**src/rtl/axicb_pkg.sv**
```systemverilog
// Shared types and constants for the AXI crossbar switches.
// Route entries carry a misroute flag plus the target slave index.
package axicb_pkg;

    localparam logic [1:0] RESP_DECERR = 2'b11;

    // Sized for the largest supported crossbar (16 slave ports).
    localparam int SLV_IDX_W = 4;

    typedef struct packed {
        logic                 mr;
        logic [SLV_IDX_W-1:0] idx;
    } route_t;

endpackage

```
**src/rtl/axicb_addr_decoder.sv**
```systemverilog
// Address map decoder: range compare per slave, lowest index wins overlaps.
// Returns a one-hot target, its index, and a misroute flag when nothing hits.
module axicb_addr_decoder
    import axicb_pkg::*;
#(
    parameter int                        ADDR_W     = 16,
    parameter int                        SLV_NB     = 8,
    parameter logic [SLV_NB-1:0]         MST_ROUTES = '1,
    parameter logic [SLV_NB*ADDR_W-1:0]  START_ADDR = '0,
    parameter logic [SLV_NB*ADDR_W-1:0]  END_ADDR   = '1
) (
    input  logic [ADDR_W-1:0]    addr,
    output logic [SLV_NB-1:0]    tgt,
    output logic [SLV_IDX_W-1:0] idx,
    output logic                 misroute
);

    logic [SLV_NB-1:0] hit;

    always_comb begin
        hit = '0;
        for (int i = 0; i < SLV_NB; i++) begin
            hit[i] = MST_ROUTES[i] &&
                     (addr >= START_ADDR[i*ADDR_W +: ADDR_W]) &&
                     (addr <= END_ADDR[i*ADDR_W +: ADDR_W]);
        end
    end

    always_comb begin
        tgt = '0;
        idx = '0;
        for (int i = SLV_NB - 1; i >= 0; i--) begin
            if (hit[i]) begin
                tgt    = '0;
                tgt[i] = 1'b1;
                idx    = SLV_IDX_W'(i);
            end
        end
    end

    assign misroute = ~|hit;

endmodule

```
**src/rtl/axicb_round_robin.sv**
```systemverilog
// Round-robin arbiter: lowest requester above the last served one wins,
// wrapping to the lowest requester overall.
module axicb_round_robin #(
    parameter int REQ_NB = 4
) (
    input  logic              aclk,
    input  logic              aresetn,
    input  logic              srst,
    input  logic [REQ_NB-1:0] req,
    input  logic              en,
    input  logic [REQ_NB-1:0] served,
    output logic [REQ_NB-1:0] grant
);

    localparam logic [REQ_NB-1:0] ONE = 1;

    logic [REQ_NB-1:0] mask_q, mask_d;
    logic [REQ_NB-1:0] masked;

    function automatic logic [REQ_NB-1:0] lowest(input logic [REQ_NB-1:0] v);
        return v & (~v + ONE);
    endfunction

    assign masked = req & mask_q;

    always_comb begin
        grant = (|masked) ? lowest(masked) : lowest(req);
    end

    // After a grant completes only requesters above it keep priority.
    always_comb begin
        mask_d = mask_q;
        if (en) begin
            mask_d = ~(served | (served - ONE));
        end
    end

    always_ff @(posedge aclk or negedge aresetn) begin
        if (!aresetn) begin
            mask_q <= '1;
        end else if (srst) begin
            mask_q <= '1;
        end else begin
            mask_q <= mask_d;
        end
    end

endmodule

```
**src/rtl/axicb_scfifo.sv**
```systemverilog
// Single-clock FIFO with power-of-two depth.
// Pointers carry one extra wrap bit to tell full from empty.
module axicb_scfifo #(
    parameter int DATA_W  = 8,
    parameter int DEPTH_W = 2
) (
    input  logic              aclk,
    input  logic              aresetn,
    input  logic              srst,
    input  logic              push,
    input  logic [DATA_W-1:0] data_in,
    input  logic              pop,
    output logic [DATA_W-1:0] data_out,
    output logic              full,
    output logic              empty
);

    localparam int DEPTH = 1 << DEPTH_W;
    localparam logic [DEPTH_W:0] PTR_ONE = 1;

    logic [DATA_W-1:0] mem_q [DEPTH];
    logic [DEPTH_W:0]  wr_ptr_q, wr_ptr_d;
    logic [DEPTH_W:0]  rd_ptr_q, rd_ptr_d;

    assign empty = (wr_ptr_q == rd_ptr_q);
    assign full  = (wr_ptr_q[DEPTH_W] != rd_ptr_q[DEPTH_W]) &&
                   (wr_ptr_q[DEPTH_W-1:0] == rd_ptr_q[DEPTH_W-1:0]);
    assign data_out = mem_q[rd_ptr_q[DEPTH_W-1:0]];

    always_comb begin
        wr_ptr_d = wr_ptr_q;
        rd_ptr_d = rd_ptr_q;
        if (push && !full) begin
            wr_ptr_d = wr_ptr_q + PTR_ONE;
        end
        if (pop && !empty) begin
            rd_ptr_d = rd_ptr_q + PTR_ONE;
        end
    end

    always_ff @(posedge aclk or negedge aresetn) begin
        if (!aresetn) begin
            wr_ptr_q <= '0;
            rd_ptr_q <= '0;
        end else if (srst) begin
            wr_ptr_q <= '0;
            rd_ptr_q <= '0;
        end else begin
            wr_ptr_q <= wr_ptr_d;
            rd_ptr_q <= rd_ptr_d;
        end
    end

    always_ff @(posedge aclk) begin
        if (push && !full) begin
            mem_q[wr_ptr_q[DEPTH_W-1:0]] <= data_in;
        end
    end

endmodule

```
**src/rtl/axicb_slv_switch_wr_n.sv**
```systemverilog
// Master-side write switch: routes AW/W to N slaves, arbitrates B back,
// and answers unmapped writes with DECERR once their W burst has drained.
module axicb_slv_switch_wr_n
    import axicb_pkg::*;
#(
    parameter int AXI_ADDR_W = 16,
    parameter int AXI_ID_W = 8,
    parameter int SLV_NB = 8,
    parameter logic [SLV_NB-1:0] MST_ROUTES = {SLV_NB{1'b1}},
    parameter logic [SLV_NB*AXI_ADDR_W-1:0] SLV_START_ADDR = {
        16'h7000, 16'h6000, 16'h5000, 16'h4000,
        16'h3000, 16'h2000, 16'h1000, 16'h0000},
    parameter logic [SLV_NB*AXI_ADDR_W-1:0] SLV_END_ADDR = {
        16'h7FFF, 16'h6FFF, 16'h5FFF, 16'h4FFF,
        16'h3FFF, 16'h2FFF, 16'h1FFF, 16'h0FFF},
    parameter int AWCH_W = 32,
    parameter int WCH_W = 32,
    parameter int BCH_W = AXI_ID_W + 2,
    parameter int ROUTE_FIFO_DEPTH_W = 3,
    parameter int MR_FIFO_DEPTH_W = 2,
    parameter int MAX_OSTDG = 16
) (
    input  logic                    aclk,
    input  logic                    aresetn,
    input  logic                    srst,
    input  logic                    i_awvalid,
    output logic                    i_awready,
    input  logic [AWCH_W-1:0]       i_awch,
    input  logic                    i_wvalid,
    output logic                    i_wready,
    input  logic                    i_wlast,
    input  logic [WCH_W-1:0]        i_wch,
    output logic                    i_bvalid,
    input  logic                    i_bready,
    output logic [BCH_W-1:0]        i_bch,
    output logic [SLV_NB-1:0]       o_awvalid,
    input  logic [SLV_NB-1:0]       o_awready,
    output logic [AWCH_W-1:0]       o_awch,
    output logic [SLV_NB-1:0]       o_wvalid,
    input  logic [SLV_NB-1:0]       o_wready,
    output logic [SLV_NB-1:0]       o_wlast,
    output logic [WCH_W-1:0]        o_wch,
    input  logic [SLV_NB-1:0]       o_bvalid,
    output logic [SLV_NB-1:0]       o_bready,
    input  logic [SLV_NB*BCH_W-1:0] o_bch
);

    localparam int OSTD_W = $clog2(MAX_OSTDG + 1);
    localparam int MRC_W  = MR_FIFO_DEPTH_W + 1;
    localparam logic [OSTD_W-1:0] OSTD_MAX = OSTD_W'(MAX_OSTDG);
    localparam logic [OSTD_W-1:0] OSTD_ONE = 1;
    localparam logic [MRC_W-1:0]  MRC_ONE  = 1;

    logic [AXI_ADDR_W-1:0] aw_addr;
    logic [AXI_ID_W-1:0]   aw_id;
    logic [SLV_NB-1:0]     tgt;
    logic [SLV_IDX_W-1:0]  tgt_idx;
    logic                  misroute;

    logic   aw_ok, aw_hs;
    route_t route_in, route_head;
    logic   [$bits(route_t)-1:0] route_dout;
    logic   route_full, route_empty;

    logic [AXI_ID_W-1:0] mr_id;
    logic mr_full, mr_empty;

    logic [SLV_NB-1:0] w_sel;
    logic w_done, mr_drained;

    logic [OSTD_W-1:0] ostd_q, ostd_d;
    logic [MRC_W-1:0]  mr_done_q, mr_done_d;
    logic              lock_q, lock_d;
    logic [SLV_NB-1:0] grant_q, grant_d;

    logic [SLV_NB-1:0] rr_grant, grant;
    logic [BCH_W-1:0]  slv_bch;
    logic dec_pend, dec_act, slv_bvalid;
    logic b_hs, slv_b_hs, dec_hs;

    assign aw_addr = i_awch[0 +: AXI_ADDR_W];
    assign aw_id   = i_awch[AXI_ADDR_W +: AXI_ID_W];

    axicb_addr_decoder #(
        .ADDR_W     (AXI_ADDR_W),
        .SLV_NB     (SLV_NB),
        .MST_ROUTES (MST_ROUTES),
        .START_ADDR (SLV_START_ADDR),
        .END_ADDR   (SLV_END_ADDR)
    ) u_dec (
        .addr     (aw_addr),
        .tgt      (tgt),
        .idx      (tgt_idx),
        .misroute (misroute)
    );

    always_comb begin
        aw_ok     = ~route_full & (ostd_q < OSTD_MAX);
        o_awvalid = {SLV_NB{i_awvalid & aw_ok}} & tgt;
        i_awready = misroute ? (aw_ok & ~mr_full)
                             : (aw_ok & |(o_awready & tgt));
        aw_hs     = i_awvalid & i_awready;
        o_awch    = i_awch;
        route_in  = '{mr: misroute, idx: tgt_idx};
    end

    axicb_scfifo #(
        .DATA_W  ($bits(route_t)),
        .DEPTH_W (ROUTE_FIFO_DEPTH_W)
    ) u_route_fifo (
        .aclk     (aclk),
        .aresetn  (aresetn),
        .srst     (srst),
        .push     (aw_hs),
        .data_in  (route_in),
        .pop      (w_done),
        .data_out (route_dout),
        .full     (route_full),
        .empty    (route_empty)
    );

    axicb_scfifo #(
        .DATA_W  (AXI_ID_W),
        .DEPTH_W (MR_FIFO_DEPTH_W)
    ) u_mr_fifo (
        .aclk     (aclk),
        .aresetn  (aresetn),
        .srst     (srst),
        .push     (aw_hs & misroute),
        .data_in  (aw_id),
        .pop      (dec_hs),
        .data_out (mr_id),
        .full     (mr_full),
        .empty    (mr_empty)
    );

    assign route_head = route_t'(route_dout);

    // W follows the oldest accepted AW; misrouted bursts are swallowed.
    always_comb begin
        w_sel = '0;
        if (!route_empty && !route_head.mr) begin
            for (int i = 0; i < SLV_NB; i++) begin
                w_sel[i] = (route_head.idx == SLV_IDX_W'(i));
            end
        end
        o_wvalid   = {SLV_NB{i_wvalid}} & w_sel;
        o_wlast    = {SLV_NB{i_wlast}} & w_sel;
        o_wch      = i_wch;
        i_wready   = ~route_empty & (route_head.mr | |(o_wready & w_sel));
        w_done     = i_wvalid & i_wready & i_wlast;
        mr_drained = w_done & route_head.mr;
    end

    axicb_round_robin #(
        .REQ_NB (SLV_NB)
    ) u_rr (
        .aclk    (aclk),
        .aresetn (aresetn),
        .srst    (srst),
        .req     (o_bvalid),
        .en      (slv_b_hs),
        .served  (grant),
        .grant   (rr_grant)
    );

    // A locked slave response finishes before any pending DECERR.
    always_comb begin
        dec_pend = (mr_done_q != '0) & ~mr_empty;
        dec_act  = ~lock_q & dec_pend;
        grant    = lock_q ? grant_q : (dec_pend ? '0 : rr_grant);
        slv_bch  = '0;
        for (int i = 0; i < SLV_NB; i++) begin
            if (grant[i]) begin
                slv_bch = o_bch[i*BCH_W +: BCH_W];
            end
        end
        slv_bvalid = |(o_bvalid & grant);
        i_bvalid   = dec_act | slv_bvalid;
        i_bch      = dec_act ? {RESP_DECERR, mr_id} : slv_bch;
        o_bready   = {SLV_NB{i_bready & ~dec_act}} & grant;
        b_hs       = i_bvalid & i_bready;
        slv_b_hs   = b_hs & ~dec_act;
        dec_hs     = b_hs & dec_act;
    end

    always_comb begin
        lock_d  = lock_q;
        grant_d = grant_q;
        if (b_hs) begin
            lock_d = 1'b0;
        end else if (slv_bvalid) begin
            lock_d  = 1'b1;
            grant_d = grant;
        end

        ostd_d = ostd_q;
        if (aw_hs && !b_hs) begin
            ostd_d = ostd_q + OSTD_ONE;
        end else if (!aw_hs && b_hs && ostd_q != '0) begin
            ostd_d = ostd_q - OSTD_ONE;
        end

        mr_done_d = mr_done_q;
        if (mr_drained && !dec_hs) begin
            mr_done_d = mr_done_q + MRC_ONE;
        end else if (!mr_drained && dec_hs) begin
            mr_done_d = mr_done_q - MRC_ONE;
        end
    end

    always_ff @(posedge aclk or negedge aresetn) begin
        if (!aresetn) begin
            ostd_q    <= '0;
            mr_done_q <= '0;
            lock_q    <= 1'b0;
            grant_q   <= '0;
        end else if (srst) begin
            ostd_q    <= '0;
            mr_done_q <= '0;
            lock_q    <= 1'b0;
            grant_q   <= '0;
        end else begin
            ostd_q    <= ostd_d;
            mr_done_q <= mr_done_d;
            lock_q    <= lock_d;
            grant_q   <= grant_d;
        end
    end

endmodule
```
**config.mk**
```make
export PLATFORM = sky130hd
export DESIGN_NAME = axicb_slv_switch_wr_n
export DESIGN_NICKNAME = d
export VERILOG_FILES = /design/src/rtl/axicb_pkg.sv /design/src/rtl/axicb_addr_decoder.sv /design/src/rtl/axicb_round_robin.sv /design/src/rtl/axicb_scfifo.sv /design/src/rtl/axicb_slv_switch_wr_n.sv
export SDC_FILE = /design/constraint.sdc
export NUM_CORES = 1
export LEC_CHECK = 0
export BUFFER_PORTS_ARGS = -buffer_cell sky130_fd_sc_hd__buf_4
export CAP_MARGIN = 20
export CORE_MARGIN = 8
export CORE_UTILIZATION = 45
export CTS_CLUSTER_DIAMETER = 60
export DETAILED_ROUTE_END_ITERATION = 10
export GPL_TIMING_DRIVEN = 0
export HOLD_SLACK_MARGIN = 0.05
export PLACE_DENSITY_LB_ADDON = 0.12
export RECOVER_POWER = 100
export SKIP_CTS_REPAIR_TIMING = 1
export SLEW_MARGIN = 20
export SYNTH_ARGS = -nofsm -noshare
export SYNTH_HDL_FRONTEND = slang
export SYNTH_SLANG_ARGS = --single-unit
```
**constraint.sdc**
```tcl
create_clock -name aclk -period 3.6 [get_ports aclk]
set_input_delay 0.36 -clock aclk [delete_from_list [all_inputs] [get_ports aclk]]
set_output_delay 0.36 -clock aclk [all_outputs]
set_load 0.005 [all_outputs]
```
==> metrics, run 1 <==
Layout Cells excl Fill approximately 1.1k; Syn. warnings 0; Critical R2R Capture ostd_q[4]$_DFFE_PN0P_; gpl congestion between 1 and 1.5; Async SR Flop Fraction 0.379; Worst-path clk slew roughly 70 ps; peak fanout along the critical path 4; max-slew violations 40; FF+latch count, synth 103; Hold WC Path Type in2reg; register area share after synthesis 0.422; LEAKAGE roughly 3.9 nW; CTS tree done; Most used DFF post-synth edfxtp_1; crit path capture type flop; R2R depth 14; # setup viols final 0; die width about 140 um; CP max stage delay 540 ps; FF-to-FF setup slack roughly 32 ps; Root Driver clkbuf_16; FP Rows 45; CORE AREA 15100 um2; CTS Buffer Depth 2; Max stage delay cell, worst path a222oi_1; final wirelength roughly 23000 um; CP Launch Type flop; RSZ-0062 raised after global routing yes; Fin. Hold Viols 0; commonest non-fill, non-tap cell in the layout buf_4; Via-to-Cell Ratio between 5 and 6; Port Buffer Count about 230; Fmax roughly 280 MHz; DP HPWL between 15000 and 20000 um; Crit Path Category reg2reg; antenna violations before repair 0; Nets ~1.1k; Die Ht 140 um; insertion delay to the later sink of the worst-skew pair about 350 ps; CP top delay family compound AO/OA/AOI/OAI gates; CTS sink cnt slightly above 100; required time worst endpoint ~3800 ps; first-pass GRT wire length 34400 um; die area a little under 20000 um2; P per Cell Area 460 nW/um2; R2R Path Start u_rr.mask_q[2]$_DFFE_PN1P_; GRT Residual Overflow 0; Yosys cell types 66; CTS buffer count 9; IO Count ~280; vias in the first global route 6177; Syn Inst Count between 600 and 700; routed vias approximately 6.3k; diode count 0; dpl cells between 1k and 1.5k; Syn Area/Cell a little over 10 um2; failing checks max-capacitance violations, max-slew violations; hold_sp i_bready; DRC 0; fin crit period around 3600 ps; max-capacitance violation count 1; hold depth 2; worst-path cell chain a222oi_1 -> buf_4 -> nand3_1 -> a31oi_4 -> o41ai_4 -> and3_4 -> a31o_4 -> nand2_4 -> fa_2 -> a21o_1 -> a21oi_2 -> or3_1 -> mux2i_1 -> mux2_1; Crit path buffers/inverters 1; status finished with violations; post-route cell area between 9000 and 10000 um2; Starting DRT DRC Count around 470; Final Hold Slack ~230 ps; commonest non-fill, non-tap cells in the layout buf_4, nor2_1, edfxtp_1, clkbuf_4, nand2_1; period utilization 0.991; Worst VDD drop about 280 uV; Syn Nets 865; relative slew slack -0.475; post-DR wirelength/cell about 20 um; Worst Hold Path EP lock_q$_DFFE_PN0P_; gr usage total 0.221; fill count between 1k and 1.5k; cell area after synthesis just under 7000 um2; area delta synth->final 36.7%; largest net degree at the start of global routing 40; initial core utilization 0.456; Tightest Pin Transition ~2200 ps; 1st-pass router iterations 5; CP arrival 3800 ps; CTS H-tree lvls 3; Post-synth EDFFs 64; Final Skew slightly above 9 ps; Levels on crit path 14; final antenna-violating net count 0; layout cell share with drive strength beyond 1 0.426; area of placed instances just under 9000 um2
## worst reg2reg max path: stages (launching register included)
cell and delay (ps):
dfstp_2 390, a222oi_1 540, buf_4 230, nand3_1 120
a31oi_4 260, o41ai_4 150, and3_4 210, a31o_4 270
nand2_4 110, fa_2 210, a21o_1 130, a21oi_2 60
or3_1 300, mux2i_1 150, mux2_1 330
## cells by family (layout without fill, tap and decap cells)
family          after synthesis  after routing  share of synthesized area
compound gates              146            146                      0.151
xor+xnor                     21             21                     0.0267
fa+ha+maj                    12             12                     0.0240
buf+inv                     122            377                      0.106
flops                       103            103                      0.422
mux                          43             43                      0.106
simple gates                231            231                      0.164
## metal layers
layer	wire length (um)	track usage	vias to the layer above
met4	617	0.0777	0
met1	9310	0.282	3026
met3	1570	0.0486	40
met2	11300	0.365	298
met5	0	0	-
li1	-	-	2951
## worst max path at each step
| stage | startpoint | endpoint | slack [ps] |
|---|---|---|---|
| floorplan | u_rr.mask_q[6]$_DFFE_PN1P_ | ostd_q[4]$_DFFE_PN0P_ | 100 |
| global placement | u_mr_fifo.rd_ptr_q[0]$_DFFE_PN0P_ | ostd_q[4]$_DFFE_PN0P_ | -350 |
| detailed placement | u_mr_fifo.rd_ptr_q[1]$_DFFE_PN0P_ | ostd_q[4]$_DFFE_PN0P_ | -470 |
| CTS | u_mr_fifo.rd_ptr_q[1]$_DFFE_PN0P_ | ostd_q[4]$_DFFE_PN0P_ | -490 |
| global route | u_rr.mask_q[6]$_DFFE_PN1P_ | ostd_q[4]$_DFFE_PN0P_ | -100 |
| finish | u_rr.mask_q[2]$_DFFE_PN1P_ | ostd_q[4]$_DFFE_PN0P_ | 30 |
## stage by stage
stage                util  TNS, ps  setup WS, ps  power [mW]
floorplan               -        0          99.1        2.53
detailed placement  0.586     -782          -474        3.19
CTS                 0.605    -4310          -488        4.16
global placement    0.586     -669          -348        3.17
finish              0.623        0          31.7        4.33
global route        0.623     -176          -102        4.56
## synthesized netlist by cell type, types with 13 or more instances
cell       n  area share
nand3_1   29       0.021
a211oi_1  15       0.016
edfxtp_1  64        0.28
a21oi_1   33       0.024
dfrtp_1   31        0.11
mux4_2    21       0.069
nand2_1   46       0.025
nor3_1    14       0.010
inv_1     21       0.011
buf_4     66       0.072
nor2_1    73       0.040
xnor2_1   15       0.019
clkbuf_1  23       0.013
a31oi_1   15       0.014
mux2i_1   13       0.019
o21ai_1   16       0.012
## flip-flops by register name, summed over array words and instances, names as in the netlist
register / count
u_route_fifo.wr_ptr_q: 4
u_mr_fifo.rd_ptr_q: 3
u_mr_fifo.mem_q: 32
grant_q: 8
ostd_q: 5
u_mr_fifo.wr_ptr_q: 3
lock_q: 1
u_rr.mask_q: 8
u_route_fifo.mem_q: 32
mr_done_q: 3
u_route_fifo.rd_ptr_q: 4
## area by class of cell
type                            instances  area, um2  share of cell area
Clock buffer                           10        229              0.0243
Timing Repair Buffer                  240       1720               0.183
Multi-Input combinational cell        453       3510               0.373
Tap cell                              188        235              0.0250
Sequential cell                       103       2910               0.309
Buffer                                100        669              0.0712
Inverter                               21       78.8             0.00838
Clock inverter                          6       57.6             0.00612
## power breakdown
group          internal, mW  leakage, nW  switching, mW
logic                 0.903         2.72          0.982
registers              1.38         1.09          0.106
clock network         0.489        0.142          0.473
total                  2.77         3.95           1.56
Note: power is estimated with default switching activity, not from simulation.
==> run 2, diff against run 1 <==
Settings changed: CORE_MARGIN 8 to not set.
==> run 2 against run 1 <==
Compared with the run above:
- the run ends with design-rule violations, max-capacitance violations, max-slew violations left
- critical path type is now reg2out
- register-to-register slack better by 80 ps
- sequential power hardly changed
- die area is 19% lower
==> metrics, run 2 (synthesis gave the netlist of run 1 again) <==
status finished with violations; failing checks design-rule violations, max-capacitance violations, max-slew violations; CTS H-tree lvls 3 (unchanged); CTS sink cnt 103 (unchanged); IO Count 284 (unchanged); most used cell, CP buf_4; WL met3 1520 um (-2.7%); Fmax 286 MHz (+1.9%); CTS tree done; CP Launch Type flop; top sig layer met4; Starting DRT DRC Count 508 (+8.5%); final antenna-violating net count 0 (unchanged); CTS buffer count 9 (unchanged); setup TNS 0 ps (unchanged); peak fanout along the critical path 10 (+6); Max stage delay cell, worst path a222oi_1; max-capacitance violation count 1 (unchanged); Via-to-Cell Ratio 5.68 (+0.88%); Port Buffer Count 228 (unchanged); DP HPWL 16600 um (-6.6%); gr usage total 0.264 (+0.0426); required time worst endpoint 3240 ps (-590 ps); P per Cell Area 458 nW/um2 (-0.52%); die width 126 um (-10%); vias in the first global route 6174 (-0.049%); initial core utilization 0.467 (+0.0104); Worst-path clk slew 80 ps (about the same); Crit Path Category reg2out; post-DR wirelength/cell 19.0 um (-6.5%); commonest non-fill, non-tap cells in the layout buf_4, nor2_1, edfxtp_1, clkbuf_4, nand2_1; CTS Buffer Depth 2 (unchanged); Layout Cells excl Fill 1122 (+0.089%); LEAKAGE 4.00 nW (+1.3%); first-pass GRT wire length 32200 um (-6.3%); Root Driver clkbuf_16; final wirelength 21300 um (-6.4%); insertion delay to the later sink of the worst-skew pair 350 ps (about the same); FP Rows 44 (-2.2%); # setup viols final 0 (unchanged); Hold WC Path Type in2reg; diode count 0 (unchanged); area delta synth->final 37.7%; CORE AREA 14800 um2 (-2.2%); fin util 0.642 (+0.0189); WL met2 10900 um (-3.4%); setup ws final 99.9 ps (+68.2 ps); Fin. Hold Viols 0 (unchanged); Final Skew 5.90 ps (-3.19 ps); dpl cells 1090 (-0.37%); largest net degree at the start of global routing 40 (unchanged); layout cell share with drive strength beyond 1 0.433 (+0.00733); gpl congestion 0.905 (-9.7%); die area 15800 um2 (-19%); routed vias 6376 (+0.97%); max-slew violations 40 (unchanged); Nets 1120 (+0.45%); fin crit period 3500 ps (-68.2 ps); FF-to-FF setup slack 110 ps (+80 ps); Tightest Pin Transition 2170 ps (-43.7 ps); GRT Residual Overflow 0 (unchanged); routed length on met1 8280 um (-11%); RSZ-0062 raised after global routing yes; relative slew slack -0.446 (+0.0291); Die Ht 126 um (-10%); period utilization 0.972 (-0.0189); Worst VDD drop 294 uV (+3.3%); crit path capture type output port; commonest non-fill, non-tap cell in the layout buf_4; dpl ws -419 ps (+55.2 ps); CP max stage delay 420 ps (-120 ps); antenna violations before repair 0 (unchanged); CP arrival 3140 ps (-660 ps); worst-path cell chain a222oi_1 -> buf_4 -> buf_4 -> nand4_1 -> o21ai_0 -> and2_1 -> clkbuf_2 -> nand2_1 -> a31oi_1 -> a211oi_1 -> o21ai_1 -> buf_4; 1st-pass router iterations 11 (+6); DRC 23 (+23)
-- run 2: cell types whose count changed in the layout (fill, tap and decap cells not counted), moves of 2 or more --
cell,previous run,this run
buf_4,232,236
clkbuf_1,33,27
clkbuf_4,50,58
clkinv_8,0,2
inv_6,3,0
nor2_2,1,3
nor2_4,3,1
-- run 2: critical path: cells and delay by family (launching register included) --
kind                   cells  cell delay, ps
buffers and inverters      4             730
AND/OR/NAND/NOR            3             510
flip-flops                 1             390
AO/OA/AOI/OAI              5            1160
-- run 2: area by class of cell --
cell class              instances  area (um2)
repair buffers                245        1780
clock inverters                 7        83.8
plain buffers                 100         671
flip-flops and latches        103        2910
well taps                     184         230
clock buffers                   9         225
fillers                      1217        5280
inverters                      21        78.8
multi-input cells             453        3500
-- run 2: final timing paths --
kind | start | endpoint | cells after the start
worst min register to register | grant_q[1]$_DFFE_PN0P_ | grant_q[1]$_DFFE_PN0P_ | 2
worst min-delay path | i_bready | lock_q$_DFFE_PN0P_ | 2
min in group asynchronous | aresetn | grant_q[5]$_DFFE_PN0P_ | 2
worst max register to register | u_rr.mask_q[6]$_DFFE_PN1P_ | ostd_q[4]$_DFFE_PN0P_ | 13
worst max-delay path | u_rr.mask_q[2]$_DFFE_PN1P_ | i_bch[7] | 12
max in group asynchronous | aresetn | grant_q[6]$_DFFE_PN0P_ | 2
-- run 2: layer usage --
metal / GRT usage / vias up
li1: - / 2959
met5: 0 / -
met1: 0.318 / 3049
met2: 0.467 / 314
met4: 0.0990 / 0
met3: 0.0527 / 54
-- run 2: power breakdown --
part           leakage, nW  switching, mW  internal, mW  total [mW]
sequential            1.09          0.105          1.38        1.48
clock                0.151          0.475         0.498       0.973
combinational         2.76          0.975         0.908        1.88
total                 4.00           1.56          2.78        4.34
-- run 2: through the flow --
stage          total power, mW  hold WS [ps]  area (um2)
2_1_floorplan             2.53          64.4        6890
3_3_place_gp              3.17           370        8830
3_5_place_dp              3.20           380        8830
4_1_cts                   4.18         -6.39        9140
5_1_grt                   4.58           228        9480
6_report                  4.34           241        9480
==> run 3, diff against run 2 <==
Settings changed: CORE_ASPECT_RATIO set to 0.75.
==> run 3 against run 2 <==
Compared with the run above:
- critical path type unchanged
- clock skew is 3.7 ps higher
- register-to-register slack worse by 150 ps
- cell count is 1.2% higher
- the flow finishes with violations (max-capacitance violations, max-slew violations, negative setup slack)
- sequential power hardly changed
- clock-buffer cell count stayed put
- global-route usage is 0.25 points lower
- utilization is 0.38 points lower
- total power is 0.29% higher
- fmax is 4.6% lower
==> metrics, run 3 (synthesis gave the netlist of run 1 again) <==
Fin. Hold Viols 0 (unchanged); commonest non-fill, non-tap cells in the layout buf_4, nor2_1, edfxtp_1, nand2_1, clkbuf_4; IO Count 284 (unchanged); setup ws final -67.7 ps (-168 ps); power after layout 4.35 mW (+0.29%); fin crit period 3670 ps (+168 ps); Worst VDD drop 297 uV (+0.89%); Starting DRT DRC Count 537 (+5.7%); 1st-pass router iterations 5 (-6); gpl congestion 0.925 (+2.2%); vias in the first global route 6027 (-2.4%); hold_sp i_bready; final wirelength 21100 um (-0.84%); diode count 0 (unchanged); DRC 0 (-100%); post-route cell area 9380 um2 (-1.0%); required time worst endpoint 3240 ps (about the same); first-pass GRT wire length 31100 um (-3.5%); die width 145 um (+15%); period utilization 1.02 (+0.0465); P per Cell Area 464 nW/um2 (+1.3%); antenna violations before repair 0 (unchanged); Nets 1117 (-0.27%); Critical R2R Capture ostd_q[4]$_DFFE_PN0P_; DP HPWL 16000 um (-3.4%); CTS sink cnt 103 (unchanged); max-capacitance violation count 1 (unchanged); CTS H-tree lvls 3 (unchanged); Crit Path Category reg2out; hold depth 2 (unchanged); Worst-path clk slew 80 ps (about the same); layout cell share with drive strength beyond 1 0.410 (-0.0232); fin util 0.638 (-0.00382); peak fanout along the critical path 4 (-6); R2R depth 14 (+1); largest net degree at the start of global routing 40 (unchanged); Die Ht 109 um (-13%); R2R Path Start u_rr.mask_q[2]$_DFFE_PN1P_; Final Hold Slack 242 ps (+0.959 ps); Hold WC Path Type in2reg; FP Rows 38 (-14%); crit path capture type output port; gr usage total 0.262 (-0.00254); Worst Hold Path EP lock_q$_DFFE_PN0P_; CTS buffer count 9 (unchanged); setup TNS -181 ps (-181 ps); Fmax 273 MHz (-4.6%); CP arrival 3310 ps (+170 ps); # setup viols final 6 (+6); CORE AREA 14700 um2 (-0.42%); final antenna-violating net count 0 (unchanged); LEAKAGE 3.92 nW (-1.9%); Final Skew 9.64 ps (+3.74 ps); CP Launch Type flop; area of placed instances 8850 um2 (+0.23%); max-slew violations 40 (unchanged); post-DR wirelength/cell 18.6 um (-2.0%); commonest non-fill, non-tap cell in the layout buf_4; Root Driver clkbuf_16; CTS tree done; routed vias 6384 (+0.13%); RSZ-0062 raised after global routing yes; insertion delay to the later sink of the worst-skew pair 360 ps (about the same); CTS Buffer Depth 2 (unchanged); area delta synth->final 36.3%; relative slew slack -0.515 (-0.0692); status finished with violations; die area 15800 um2 (about the same); Port Buffer Count 228 (unchanged); GRT Residual Overflow 0 (unchanged); crit path launch u_rr.mask_q[2]$_DFFE_PN1P_; failing checks max-capacitance violations, max-slew violations, negative setup slack; initial core utilization 0.468 (+0.00199); Via-to-Cell Ratio 5.62 (-1.0%); Tightest Pin Transition 2270 ps (+104 ps); FF-to-FF setup slack -40 ps (-150 ps)
-- run 3: worst max-delay path by stage --
stage / end / cells after the start
6_report: i_bch[8] / 10
5_1_grt: ostd_q[4]$_DFFE_PN0P_ / 14
4_1_cts: i_bch[9] / 11
3_5_place_dp: ostd_q[4]$_DFFE_PN0P_ / 14
3_3_place_gp: ostd_q[4]$_DFFE_PN0P_ / 14
2_1_floorplan: ostd_q[4]$_DFFE_PN0P_ / 13
-- run 3: final cells by class --
cell class / instances / area (um2)
buffer: 100 / 667
clock buffer: 9 / 225
clock inverter: 7 / 83.8
fill: 1232 / 5310
inverter: 21 / 78.8
multi-input combinational: 453 / 3470
sequential: 103 / 2910
tap: 200 / 250
timing repair buffer: 242 / 1700
-- run 3: through the flow --
step	worst slack [ps]	cells
after CTS	-520	1122
after global placement	-350	1106
after floorplan	99.1	678
after global routing	-187	1135
after detailed placement	-387	1106
final	-67.7	1135
-- run 3: worst max-delay path, cell delays in order (launching register included) --
cell and delay, ps:
dfstp_2 390, a222oi_1 580, buf_4 240, a41oi_1 200, o41ai_4 470, buf_4 200
nand3_1 100, a311oi_2 360, o21ai_2 140, o21ai_1 140, buf_4 130
-- run 3: per-layer routing --
metal | vias to the layer above | routed length [um] | global-route usage
li1 | 2949 | - | -
met1 | 3058 | 8440 | 0.345
met2 | 338 | 10200 | 0.423
met3 | 39 | 1960 | 0.0663
met4 | 0 | 495 | 0.0820
met5 | - | 0 | 0
-- run 3: power breakdown --
part | switching [mW] | internal, mW
sequential | 0.103 | 1.38
combinational | 1.00 | 0.886
clock | 0.485 | 0.498
total | 1.59 | 2.76
